$ cat src/rtl/fetch_pkg.sv
// Shared types and constants for the instruction-fetch front end.
package fetch_pkg;

   localparam int FETCH_XLEN = 32;
   localparam logic [FETCH_XLEN-1:0] BUBBLE_INSTR  = 32'h0;
   localparam logic [FETCH_XLEN-1:0] PC_ALIGN_MASK = 32'hFFFF_FFFC;

   typedef struct packed {
      logic [FETCH_XLEN-1:0] instr;
      logic [FETCH_XLEN-1:0] pc;
      logic                  pred_taken;
   } fetch_entry_t;

endpackage

$ cat src/rtl/fetch_fifo.sv
// DEPTH-entry fetch queue storage; occupancy tracked by count, clear empties it.
module fetch_fifo
   import fetch_pkg::*;
#(
   parameter int DEPTH = 4,
   localparam int CW = $clog2(DEPTH + 1)
) (
   input  logic         clk,
   input  logic         rst_n,
   input  logic         push,
   input  fetch_entry_t push_entry,
   input  logic         pop,
   input  logic         clear,
   output fetch_entry_t head,
   output logic [CW-1:0] count
);

   localparam int AW = (DEPTH > 1) ? $clog2(DEPTH) : 1;

   fetch_entry_t    mem [DEPTH];
   logic [AW-1:0]   wr_ptr;
   logic [AW-1:0]   rd_ptr;

   always_ff @(posedge clk) begin
      if (push) mem[wr_ptr] <= push_entry;
   end

   // Pointers wrap naturally because DEPTH is a power of two.
   always_ff @(posedge clk or negedge rst_n) begin
      if (!rst_n) begin
         wr_ptr <= '0;
         rd_ptr <= '0;
         count  <= '0;
      end else if (clear) begin
         wr_ptr <= '0;
         rd_ptr <= '0;
         count  <= '0;
      end else begin
         if (push) wr_ptr <= wr_ptr + AW'(1);
         if (pop)  rd_ptr <= rd_ptr + AW'(1);
         if (push && !pop)      count <= count + CW'(1);
         else if (pop && !push) count <= count - CW'(1);
      end
   end

   assign head = mem[rd_ptr];

endmodule

$ cat src/rtl/fetch_queue_unit.sv
// Fetch PC generation, credit-gated imem issue and decoupled decode queue.
// Optional branch-prediction steering is enabled by defining FETCH_PRED_EN.
module fetch_queue_unit
   import fetch_pkg::*;
#(
   parameter int              XLEN     = 32,
   parameter int              DEPTH    = 4,
   parameter logic [XLEN-1:0] RESET_PC = '0
) (
   input  logic            clk,
   input  logic            rst_n,
   output logic            imem_req,
   output logic [XLEN-1:0] imem_addr,
   input  logic [XLEN-1:0] imem_rdata,
   input  logic            pred_taken,
   input  logic [XLEN-1:0] pred_target,
   input  logic            redirect_valid,
   input  logic [XLEN-1:0] redirect_pc,
   output logic            dec_valid,
   input  logic            dec_ready,
   output logic [XLEN-1:0] dec_instr,
   output logic [XLEN-1:0] dec_pc,
   output logic [XLEN-1:0] dec_pc_plus4,
   output logic            dec_pred_taken
);

   localparam int CW = $clog2(DEPTH + 1);
   localparam int OW = CW + 1;

   logic [XLEN-1:0] pc;
   logic [XLEN-1:0] pc_next;
   logic [XLEN-1:0] inflight_pc;
   logic [XLEN-1:0] pred_pc;
   logic            inflight_valid;
   logic            inflight_pred;
   logic            pred_use;
   logic            issue;
   logic            dec_pop;
   logic [CW-1:0]   count;
   fetch_entry_t    head;
   fetch_entry_t    push_entry;

`ifdef FETCH_PRED_EN
   assign pred_use = pred_taken;
   assign pred_pc  = pred_target & PC_ALIGN_MASK;
`else
   logic pred_unused;
   assign pred_use    = 1'b0;
   assign pred_pc     = '0;
   assign pred_unused = ^{pred_taken, pred_target};
`endif

   assign dec_valid = (count != '0);
   assign dec_pop   = dec_valid && dec_ready;

   // Credit check: queued + in-flight entries, less the one leaving, must leave room.
   assign issue = rst_n && !redirect_valid &&
                  ((OW'(count) + OW'(inflight_valid)) < (OW'(DEPTH) + OW'(dec_pop)));

   always_comb begin
      pc_next = pc;
      if (redirect_valid)        pc_next = redirect_pc & PC_ALIGN_MASK;
      else if (issue && pred_use) pc_next = pred_pc;
      else if (issue)            pc_next = pc + XLEN'(4);
   end

   always_ff @(posedge clk or negedge rst_n) begin
      if (!rst_n) begin
         pc             <= RESET_PC & PC_ALIGN_MASK;
         inflight_valid <= 1'b0;
      end else begin
         pc             <= pc_next;
         inflight_valid <= issue;
      end
   end

   always_ff @(posedge clk) begin
      if (issue) begin
         inflight_pc   <= pc;
         inflight_pred <= pred_use;
      end
   end

   // A redirect kills the response of the request still in flight.
   assign push_entry = '{instr: imem_rdata, pc: inflight_pc, pred_taken: inflight_pred};

   fetch_fifo #(.DEPTH(DEPTH)) u_fifo (
      .clk        (clk),
      .rst_n      (rst_n),
      .push       (inflight_valid && !redirect_valid),
      .push_entry (push_entry),
      .pop        (dec_pop),
      .clear      (redirect_valid),
      .head       (head),
      .count      (count)
   );

   assign imem_req       = issue;
   assign imem_addr      = pc;
   assign dec_instr      = dec_valid ? head.instr : BUBBLE_INSTR;
   assign dec_pc         = dec_valid ? head.pc : '0;
   assign dec_pc_plus4   = dec_valid ? head.pc + XLEN'(4) : '0;
   assign dec_pred_taken = dec_valid && head.pred_taken;

endmodule

$ cat config.mk
export PLATFORM = sky130hd
export DESIGN_NAME = fetch_queue_unit
export DESIGN_NICKNAME = d
export VERILOG_FILES = /design/src/rtl/fetch_pkg.sv /design/src/rtl/fetch_fifo.sv /design/src/rtl/fetch_queue_unit.sv
export SDC_FILE = /design/constraint.sdc
export NUM_CORES = 1
export LEC_CHECK = 0
export BUFFER_PORTS_ARGS = -buffer_cell sky130_fd_sc_hd__buf_2
export CORE_ASPECT_RATIO = 1.2
export CORE_UTILIZATION = 54
export CTS_BUF_LIST = sky130_fd_sc_hd__clkbuf_4 sky130_fd_sc_hd__clkbuf_8 sky130_fd_sc_hd__clkbuf_16
export CTS_CLUSTER_DIAMETER = 150
export CTS_CLUSTER_SIZE = 10
export DETAILED_ROUTE_END_ITERATION = 8
export PLACE_DENSITY = 0.77
export SKIP_CTS_REPAIR_TIMING = 1
export SLEW_MARGIN = 25
export SYNTH_ARGS = -nofsm -noshare
export SYNTH_HDL_FRONTEND = slang
export SYNTH_SLANG_ARGS = --single-unit
$ cat constraint.sdc
create_clock -name clk -period 4.6 [get_ports clk]
set_clock_uncertainty 0.05 [all_clocks]
set_input_delay 0 -clock clk [delete_from_list [all_inputs] [get_ports clk]]
set_output_delay 0 -clock clk [all_outputs]
set_load 0.01 [all_outputs]
==> results of run 1 <==
kinds of logic after synthesis:
group	count (synthesis)
flip-flops	316
buffers and inverters	68
XOR/XNOR	19
AND/OR/NAND/NOR	251
AO/OA/AOI/OAI	86
adder cells (fa/ha/maj)	9
multiplexers	74
other	1
metal layers:
| layer | part of all wire [%] | track usage, % | vias up |
|---|---|---|---|
| li1 | - | - | 3781 |
| met1 | 41 | 30.3 | 4163 |
| met2 | 51 | 38.4 | 371 |
| met3 | 6.8 | 3.45 | 39 |
| met4 | 1.7 | 6.21 | 0 |
| met5 | 0 | 0 | - |
registers in the layout, indices dropped and copies added, names as in the netlist:
| name | cells |
|---|---|
| imem_addr | 30 |
| inflight_pc | 30 |
| inflight_valid | 1 |
| u_fifo.count | 3 |
| u_fifo.mem | 248 |
| u_fifo.rd_ptr | 2 |
| u_fifo.wr_ptr | 2 |
report_power, final:
part / internal (mW) / switching, mW / total [mW]
Combinational: 1.24 / 1.57 / 2.81
Clock: 1.61 / 1.04 / 2.65
Sequential: 3.34 / 0.252 / 3.59
critical path, delay by kind of cell (launching register included):
family                 cells  cell delay, ps
and+or+nand+nor            3            1160
buffers and inverters      2             630
AOI/OAI and AO/OA          1             220
DFF                        1             830
muxes                      1             380
through the flow:
stage	hold WS, ps	instance area (um^2)	power, mW
after global routing	17.3	16600	9.48
after floorplan	-346	13600	5.40
after detailed placement	110	14800	6.44
final	-6.95	16600	9.05
after CTS	-441	15900	9.09
after global placement	104	14800	6.38
cell usage in the layout (no fill, tap or decap), types with 4 or more instances in the layout:
master	netlist	layout
edfxtp_1	278	278
buf_2	7	189
dlygate4sd3_1	0	67
and2_1	65	61
mux4_2	42	42
nor2_1	38	38
clkbuf_16	0	37
dfrtp_1	38	36
nand2_1	34	34
nand3_1	29	29
inv_1	22	21
o21ai_0	20	20
mux4_1	19	19
a21oi_1	16	16
nor3_1	17	16
nand4_1	15	15
buf_4	9	15
or4_1	14	14
a221o_1	14	14
clkbuf_4	0	13
nor4_1	10	10
xnor2_1	10	10
xor2_1	9	9
ha_1	8	8
mux2_2	7	7
o31ai_1	7	7
o31a_1	7	7
conb_1	1	7
and2_2	2	6
mux2i_1	6	6
a21o_1	6	6
o211ai_1	5	5
and3_1	4	4
or3_1	4	4
o311ai_0	4	4
worst max path at each step:
stage                                   to  slack [ps]
after global placement       imem_addr[10]        1330
after CTS                 dec_pc_plus4[31]         740
final                     dec_pc_plus4[31]         800
after detailed placement     imem_addr[10]        1260
after global routing      dec_pc_plus4[31]         590
after floorplan            inflight_pc[10]        1110
layout make-up:
cell class / instances / area share [%]
flip-flops and latches: 316 / 56.2
multi-input cells: 446 / 23.7
repair buffers: 272 / 10.6
clock buffers: 50 / 6.18
well taps: 325 / 2.46
inverters: 22 / 0.499
clock inverters: 4 / 0.408
==> summary.txt, run 1 <==
Synthesis
  – Xor/xnor share of the synthesized area: between 1 and 1.5%
  – Simple-gate share of the synthesized area: 10.4%
  – Syn avg cell area: 16.4 um^2
  – Mux contribution to synthesized area: roughly an eighth
  – Netlist cell types: 53
  – Async SR Flop Fraction: 12.0%
  – Synth Cell Area: 13500 um^2
  – Post-synth top area share: 61.6%
  – Synth area leaders: edfxtp_1 (62%), dfrtp_1 (7.0%), mux4_2 (7.0%), mux4_1 (3.7%), and2_1 (3.0%)
  – Synth warnings: 0
  – Flops & latches, synth: 316
  – Sequential share of the synthesized area: 68.6%
  – Synth Area in Compound Gates: 4.46%
  – Most frequent cell after synthesis: edfxtp_1
  – Area share of fa/ha/maj cells after synthesis: less than 1%
  – Largest family of logic cells by synthesized area: multiplexers
  – Yosys top cell by area: edfxtp_1
  – Synth Flop Type: edfxtp_1
  – EDFF count, synth: between 200 and 300
  – Post-synth top cells: edfxtp_1 (278), and2_1 (65), mux4_2 (42)
  – Syn Inst Count: 824

Die
  – Die area: 25700 um^2
  – Die Span Y: 176 um
  – DIE WIDTH: 147 um
  – # IOs: approximately 230
  – Initial Utilization: 54.9%
  – Row cnt: 63
  – Core area: 24700 um^2

Finish
  – Layout cells sized above 1: 29.5%
  – Non-Filler Instances: 1435
  – Register area: 9300 um^2
  – Nets@finish: 1205
  – Layout Utilization: ~67%
  – ANT cells: 0
  – Filler Cell Count: roughly 1700
  – Area of the multi-input gates: 3920 um^2
  – Area Overhead vs Synth: 22.2%

STA
  – Max_slew headroom: 34.1%
  – Crit path time final: 3800 ps
  – Final period util: 82.5%
  – Hold_ws: -6.95 ps
  – RSZ-0062 raised after global routing: no
  – Final Hold Violating Endpoints: 1
  – Final worst setup slack: 803 ps
  – Slew Limit Fails: 0
  – Final setup viols: 0
  – Max Fclk: 0.263 GHz
  – Worst-Margin Slew: 987 ps
  – Setup TNS: 0 ps

Drt
  – Final antenna-violating net count: 0
  – Drt pass-1 iters: 5
  – Routed WL: 29.1 mm
  – Via count: ~8400
  – Avg WL per Cell: 20.2 um
  – Vias/cell: between 5 and 6
  – DR iter-0 viols: 520
  – Post-route DRC: 0

Setup path
  – R2R Path Start: u_fifo.count[1]
  – Reg-to-reg endpoint: imem_addr[10]
  – Critical path class: register to output pin
  – Critical-path cell list: buf_4 > mux4_1 > nand2_1 > or4_4 > or4_1 > a21oi_1 > buf_2
  – Max incr delay on CP: between 800 and 900 ps
  – Slowest CP cell: dfrtp_4
  – Critical Path Start Type: register
  – CP Capture Type: output pin
  – Crit path DAT: 3750 ps
  – Worst-case reg-to-reg path depth: 6
  – Worst Setup SP: u_fifo.rd_ptr[0]
  – R2R Setup Slk: 1250 ps
  – CP max FO: 33
  – Crit path required time: 4550 ps

Global routing
  – GRT Util Overall: 22.5%
  – Total global routing overflow: 0
  – Initial antenna violation count: 0
  – First-pass GRT wire length: 44.3 mm
  – Largest net degree at the start of global routing: 54
  – Vias in the first global route: 8049

Clocking
  – Clock Path Buffers: 3
  – Root buf cell: clkbuf_16
  – CTS tree: built
  – Clk pin slew, worst setup/hold paths: 60 ps
  – Clock Sinks: 316
  – H-Tree Depth: 2
  – CTS buffer count: 37
  – Worst-skew pair later-pin latency: 520 ps

Power
  – LEAKAGE: ~6 nW
  – PwrDens: approximately 550 nW/um^2
  – Peak supply drop: about 0.25 mV

Min path
  – Hold endpoint: u_fifo.rd_ptr[0]
  – Hold path startpoint: redirect_valid
  – HP Class: input port to register
  – WHS Path Cells: 3

Place
  – Worst slack at placement: about 1300 ps
  – HPWL after DPL: 18.8 mm
  – Placed cell count: 1314
  – Routability cong.: between 0.8 and 0.9
  – Port Buf Inserts: 189

Flow run
  – Max-capacitance violation count: 0

Outcome
  – Failing checks: hold timing
  – Outcome: finished, violations left
(Power assumes the default switching activity.)
==> inputs of run 2 (changes only) <==
CORE_UTILIZATION = 51   (was 54)
PLACE_DENSITY = 0.76   (was 0.77)
clock period = 3.4 ns   (was 4.6 ns; I/O delays follow)
==> summary.txt, run 2 (same netlist as run 1, synthesis figures left out) <==
Place
  – Port Buf Inserts: 189 (unchanged)
  – Routability cong.: 0.883 (+2.6%)
  – HPWL after DPL: 19.0 mm (+1.0%)

Finish
  – Filler Cell Count: 1874 (+12%)
  – Area Overhead vs Synth: 23.4%
  – Most common cell after layout, fill and taps aside: edfxtp_1
  – Layout Utilization: 63.9% (-3.2 points)
  – Register area: 9310 um^2 (about the same)
  – Area of the multi-input gates: 3910 um^2 (-0.32%)
  – Commonest cells after routing, fill and taps aside: edfxtp_1 (278), buf_2 (189), dlygate4sd3_1 (67)
  – Max reg flops: 248 (unchanged)
  – Most flop-heavy register: u_fifo.mem
  – Layout cells sized above 1: 31.2% (+1.6 points)
  – Nets@finish: 1219 (+1.2%)
  – ANT cells: 0 (unchanged)

Clocking
  – Clock Sinks: 316 (unchanged)
  – CTS tree: built
  – Clk pin slew, worst setup/hold paths: 60 ps (about the same)
  – Clock Path Buffers: 3 (unchanged)
  – H-Tree Depth: 2 (unchanged)
  – Root buf cell: clkbuf_16
  – Worst-skew pair later-pin latency: 500 ps (-20 ps)
  – CTS buffer count: 37 (unchanged)

Setup path
  – CP Capture Type: output pin
  – Slowest CP cell: dfrtp_4
  – Critical path class: register to output pin
  – Critical Path Start Type: register
  – Max incr delay on CP: 580 ps (-250 ps)
  – CP max FO: 9 (-73%)
  – Crit path required time: 3350 ps (-1200 ps)
  – Critical-path cell list: buf_6 > mux4_1 > nand4_2 > or3_4 > or4_1 > a21oi_1 > buf_2
  – Crit path DAT: 3280 ps (-470 ps)

Global routing
  – Vias in the first global route: 8051 (+0.025%)
  – Met3 usage: 3.65% (+0.19 points)
  – GRT busiest layer: met2
  – GRT Util Overall: 21.8% (-0.74 points)
  – First-pass GRT wire length: 45.1 mm (+1.7%)
  – Met2 GRT Util: 35.9% (-2.5 points)
  – Largest net degree at the start of global routing: 63 (+17%)
  – Met1 usage: 30.0% (-0.37 points)
  – Total global routing overflow: 0 (unchanged)
  – Initial antenna violation count: 0 (unchanged)

Drt
  – Post-route DRC: 0 (unchanged)
  – Final antenna-violating net count: 0 (unchanged)
  – Routed WL: 30.4 mm (+4.5%)
  – Via count: 8407 (+0.63%)
  – Avg WL per Cell: 20.9 um (+3.1%)
  – Drt pass-1 iters: 5 (unchanged)
  – DR iter-0 viols: 477 (-8.3%)
  – Vias/cell: 5.78 (-0.75%)

Power
  – PwrDens: 743 nW/um^2 (+36%)
  – Sw frac: 32.0% (+0.34 points)
  – Combinational share of power: 33.4% (+2.3 points)
  – Internal power: 8.46 mW (+37%)
  – Switching power of the nets: 3.97 mW (+39%)
  – Peak supply drop: 0.359 mV (+41%)
  – Design Power: 12.4 mW (+37%)
  – Flop pwr share: 38.5% (-1.2 points)
  – Part of the power in the clock network: 28.1% (-1.2 points)
  – LEAKAGE: 6.07 nW (+0.77%)

STA
  – Final setup viols: 0 (unchanged)
  – Max Fclk: 0.301 GHz
  – Crit path time final: 3330 ps
  – Worst-Margin Slew: 770 ps (-217 ps)
  – Max_slew headroom: 48.6% (+15 points)
  – Slew Limit Fails: 0 (unchanged)
  – Hold_ws: 28.3 ps (+35.3 ps)
  – Final Hold Violating Endpoints: 0 (-1)
  – Final period util: 97.8%

Outcome
  – Outcome: complete, no violations

Die
  – # IOs: 232 (unchanged)
  – DIE WIDTH: 151 um (+2.9%)
  – Core area: 26200 um^2 (+6.1%)
  – Row cnt: 65 (+3.2%)
  – Die Span Y: 181 um (+2.9%)
  – Initial Utilization: 51.7% (-3.2 points)
  – Die area: 27200 um^2 (+5.8%)

Min path
  – HP Class: input port to register

Flow run
  – Max-capacitance violation count: 0 (unchanged)
==> run 2: critical path, delay by kind of cell (launching register included) <==
| family | cells | cell delay [ps] |
|---|---|---|
| compound gates | 1 | 170 |
| buf+inv | 2 | 370 |
| flops | 1 | 580 |
| mux | 1 | 480 |
| simple gates | 3 | 1180 |
==> run 2: final timing paths <==
kind	from	end	slack (ps)	depth (start not counted)
worst min-delay path	redirect_valid	u_fifo.wr_ptr[0]	30	3
worst max register to register	inflight_valid	imem_addr[28]	140	8
max in group asynchronous	rst_n	u_fifo.rd_ptr[1]	2770	3
worst max-delay path	u_fifo.rd_ptr[0]	dec_pc_plus4[27]	70	7
worst min register to register	inflight_pc[21]	u_fifo.mem[0][21]	450	0
min in group asynchronous	rst_n	imem_addr[9]	120	3
==> run 2: cell type report <==
| class | count | share of cell area (%) |
|---|---|---|
| Clock buffer | 50 | 6.22 |
| Inverter | 22 | 0.494 |
| Multi-Input combinational cell | 446 | 23.4 |
| Sequential cell | 316 | 55.6 |
| Tap cell | 335 | 2.51 |
| Timing Repair Buffer | 286 | 11.8 |
==> run 2: power groups by stage <==
stage / Combinational (mW) / Clock [mW] / Sequential (mW)
2_1_floorplan: 2.54 / 0 / 4.76
3_3_place_gp: 3.83 / 0 / 4.89
3_5_place_dp: 3.88 / 0 / 4.91
4_1_cts: 3.90 / 3.56 / 4.84
5_1_grt: 4.53 / 3.70 / 4.81
6_report: 4.15 / 3.50 / 4.78
==> run 2: stage by stage <==
step | setup TNS, ps | setup slack [ps] | std cells | area, um^2
global route | -4.00 | -4.00 | 1455 | 16700
detailed placement | 0 | 378 | 1331 | 14900
CTS | -1340 | -183 | 1381 | 16000
finish | 0 | 74.3 | 1455 | 16700
global placement | 0 | 398 | 1331 | 14900
floorplan | 0 | 384 | 830 | 13600
==> run 2: layer usage <==
layer	vias up	routed length (um)
li1	3801	-
met4	0	620
met1	4211	12700
met2	342	15000
met5	-	0
met3	53	2000
==> inputs of run 3 (changes only) <==
clock period = 2.7 ns   (was 3.4 ns; I/O delays follow)
==> summary.txt, run 3 (same netlist as run 1, synthesis figures left out) <==
Finish
  – Layout Utilization: 65.5% (+1.7 points)
  – Register area: 9300 um^2 (about the same)
  – Most common cell after layout, fill and taps aside: edfxtp_1
  – Layout cells sized above 1: 35.7% (+4.5 points)
  – Commonest cells after routing, fill and taps aside: edfxtp_1 (278), buf_2 (188), dlygate4sd3_1 (65)
  – Non-Filler Instances: 1499 (+3.0%)
  – Max reg flops: 248 (unchanged)
  – Nets@finish: 1260 (+3.4%)
  – Area Overhead vs Synth: 26.7%
  – Most flop-heavy register: u_fifo.mem
  – ANT cells: 0 (unchanged)
  – Filler Cell Count: 1844 (-1.6%)
  – Area of the multi-input gates: 3980 um^2 (+1.9%)

Clocking
  – Worst-skew pair later-pin latency: 510 ps (about the same)
  – CTS buffer count: 37 (unchanged)
  – H-Tree Depth: 2 (unchanged)
  – Clk pin slew, worst setup/hold paths: 60 ps (about the same)
  – CTS tree: built
  – Root buf cell: clkbuf_16
  – Clock Path Buffers: 3 (unchanged)
  – Clock Sinks: 316 (unchanged)

Power
  – Design Power: 16.1 mW (+30%)
  – Peak supply drop: 0.436 mV (+21%)
  – LEAKAGE: 6.30 nW (+3.8%)
  – PwrDens: 938 nW/um^2 (+26%)

Die
  – # IOs: 232 (unchanged)
  – Core area: 26200 um^2 (unchanged)
  – Die Span Y: 181 um (unchanged)
  – DIE WIDTH: 151 um (unchanged)
  – Die area: 27200 um^2 (unchanged)
  – Row cnt: 65 (unchanged)
  – Initial Utilization: 51.7% (unchanged)

Setup path
  – Worst path most repeated cell: buf_6
  – Worst-case reg-to-reg path depth: 9 (+1)
  – Critical path class: register to output pin
  – Slowest CP cell: dfrtp_4
  – Crit path DAT: 3100 ps (-180 ps)
  – R2R Path Start: inflight_valid
  – Max incr delay on CP: 530 ps (-50 ps)
  – Critical-path cell list: buf_6 > mux4_2 > buf_6 > nand4_1 > or3_4 > or4_4 > a21oi_2 > buf_2
  – Crit path required time: 2650 ps (-700 ps)
  – Reg-to-reg endpoint: imem_addr[25]
  – Critical Path Start Type: register
  – CP max FO: 6 (-3)
  – R2R Setup Slk: 250 ps (+110 ps)
  – CP Capture Type: output pin

Place
  – Routability cong.: 0.879 (-0.48%)
  – HPWL after DPL: 18.8 mm (-0.93%)
  – Port Buf Inserts: 189 (unchanged)
  – Placed cell count: 1369 (+2.9%)

STA
  – Crit path time final: about 3200 ps
  – Final setup viols: 19 (+19)
  – Hold_ws: 98.2 ps (+69.9 ps)
  – Final period util: 117%
  – Final worst setup slack: -454 ps (-528 ps)
  – RSZ-0062 raised after global routing: yes
  – Worst-Margin Slew: 759 ps (-11.3 ps)
  – Max Fclk: 0.317 GHz
  – Slew Limit Fails: 0 (unchanged)
  – Max_slew headroom: 49.4% (+0.81 points)
  – Final Hold Violating Endpoints: 0 (unchanged)

Outcome
  – Failing checks: setup timing
  – Outcome: finished, violations left

Global routing
  – Initial antenna violation count: 0 (unchanged)
  – First-pass GRT wire length: 45.0 mm (-0.18%)
  – Vias in the first global route: 8224 (+2.1%)
  – Total global routing overflow: 0 (unchanged)
  – GRT Util Overall: 21.7% (-0.084 points)
  – Largest net degree at the start of global routing: 63 (unchanged)

Drt
  – Vias/cell: 5.70 (-1.3%)
  – DR iter-0 viols: 599 (+26%)
  – Drt pass-1 iters: 5 (unchanged)
  – Avg WL per Cell: 19.7 um (-5.4%)
  – Routed WL: 29.6 mm (-2.5%)
  – Via count: 8551 (+1.7%)
  – Post-route DRC: 0 (unchanged)
  – Final antenna-violating net count: 0 (unchanged)

Min path
  – HP Class: input port to async pin

Flow run
  – Max-capacitance violation count: 0 (unchanged)
[run 3: worst max-delay path by stage]
stage,from,end,slack (ps)
after floorplan,u_fifo.count[0],inflight_pc[10],40
after detailed placement,u_fifo.rd_ptr[0],dec_pc_plus4[27],-90
after CTS,u_fifo.rd_ptr[0],dec_pc_plus4[27],-630
final,u_fifo.rd_ptr[0],dec_pc_plus4[27],-450
after global routing,u_fifo.rd_ptr[0],dec_pc_plus4[27],-520
after global placement,u_fifo.rd_ptr[0],dec_pc_plus4[26],-10
[run 3: power by group]
group	leakage, nW	switching (mW)	internal, mW
logic	2.76	2.99	2.59
clock network	0.554	1.73	2.82
registers	2.99	0.291	5.69
total	6.30	5.00	11.1
[run 3: critical path, delay by kind of cell (launching register included)]
family	cells	cell delay [ps]
buf+inv	3	430
mux	1	360
simple gates	3	1120
flops	1	530
compound gates	1	160
[run 3: metrics by stage]
step	setup slack, ps	TNS, ps	cell area, um^2
after floorplan	43.3	0	13600
after global placement	-11.1	-11.5	15200
after detailed placement	-89.3	-219	15200
after CTS	-627	-8200	16300
after global routing	-517	-7190	17200
final	-454	-5080	17200
[run 3: final cells by class]
| class | instances | share of cell area (%) |
|---|---|---|
| sequential | 316 | 54.2 |
| multi-input combinational | 446 | 23.2 |
| timing repair buffer | 327 | 13.2 |
| clock buffer | 51 | 6.21 |
| tap | 335 | 2.44 |
| inverter | 22 | 0.518 |
| clock inverter | 2 | 0.226 |
[run 3: layer usage]
| layer | wire, um | share of wire [%] | track usage (%) |
|---|---|---|---|
| met5 | 0 | 0 | 0 |
| met4 | 722 | 2.4 | 6.76 |
| met3 | 2030 | 6.8 | 3.39 |
| met2 | 14900 | 50 | 37.0 |
| met1 | 11900 | 40 | 28.4 |
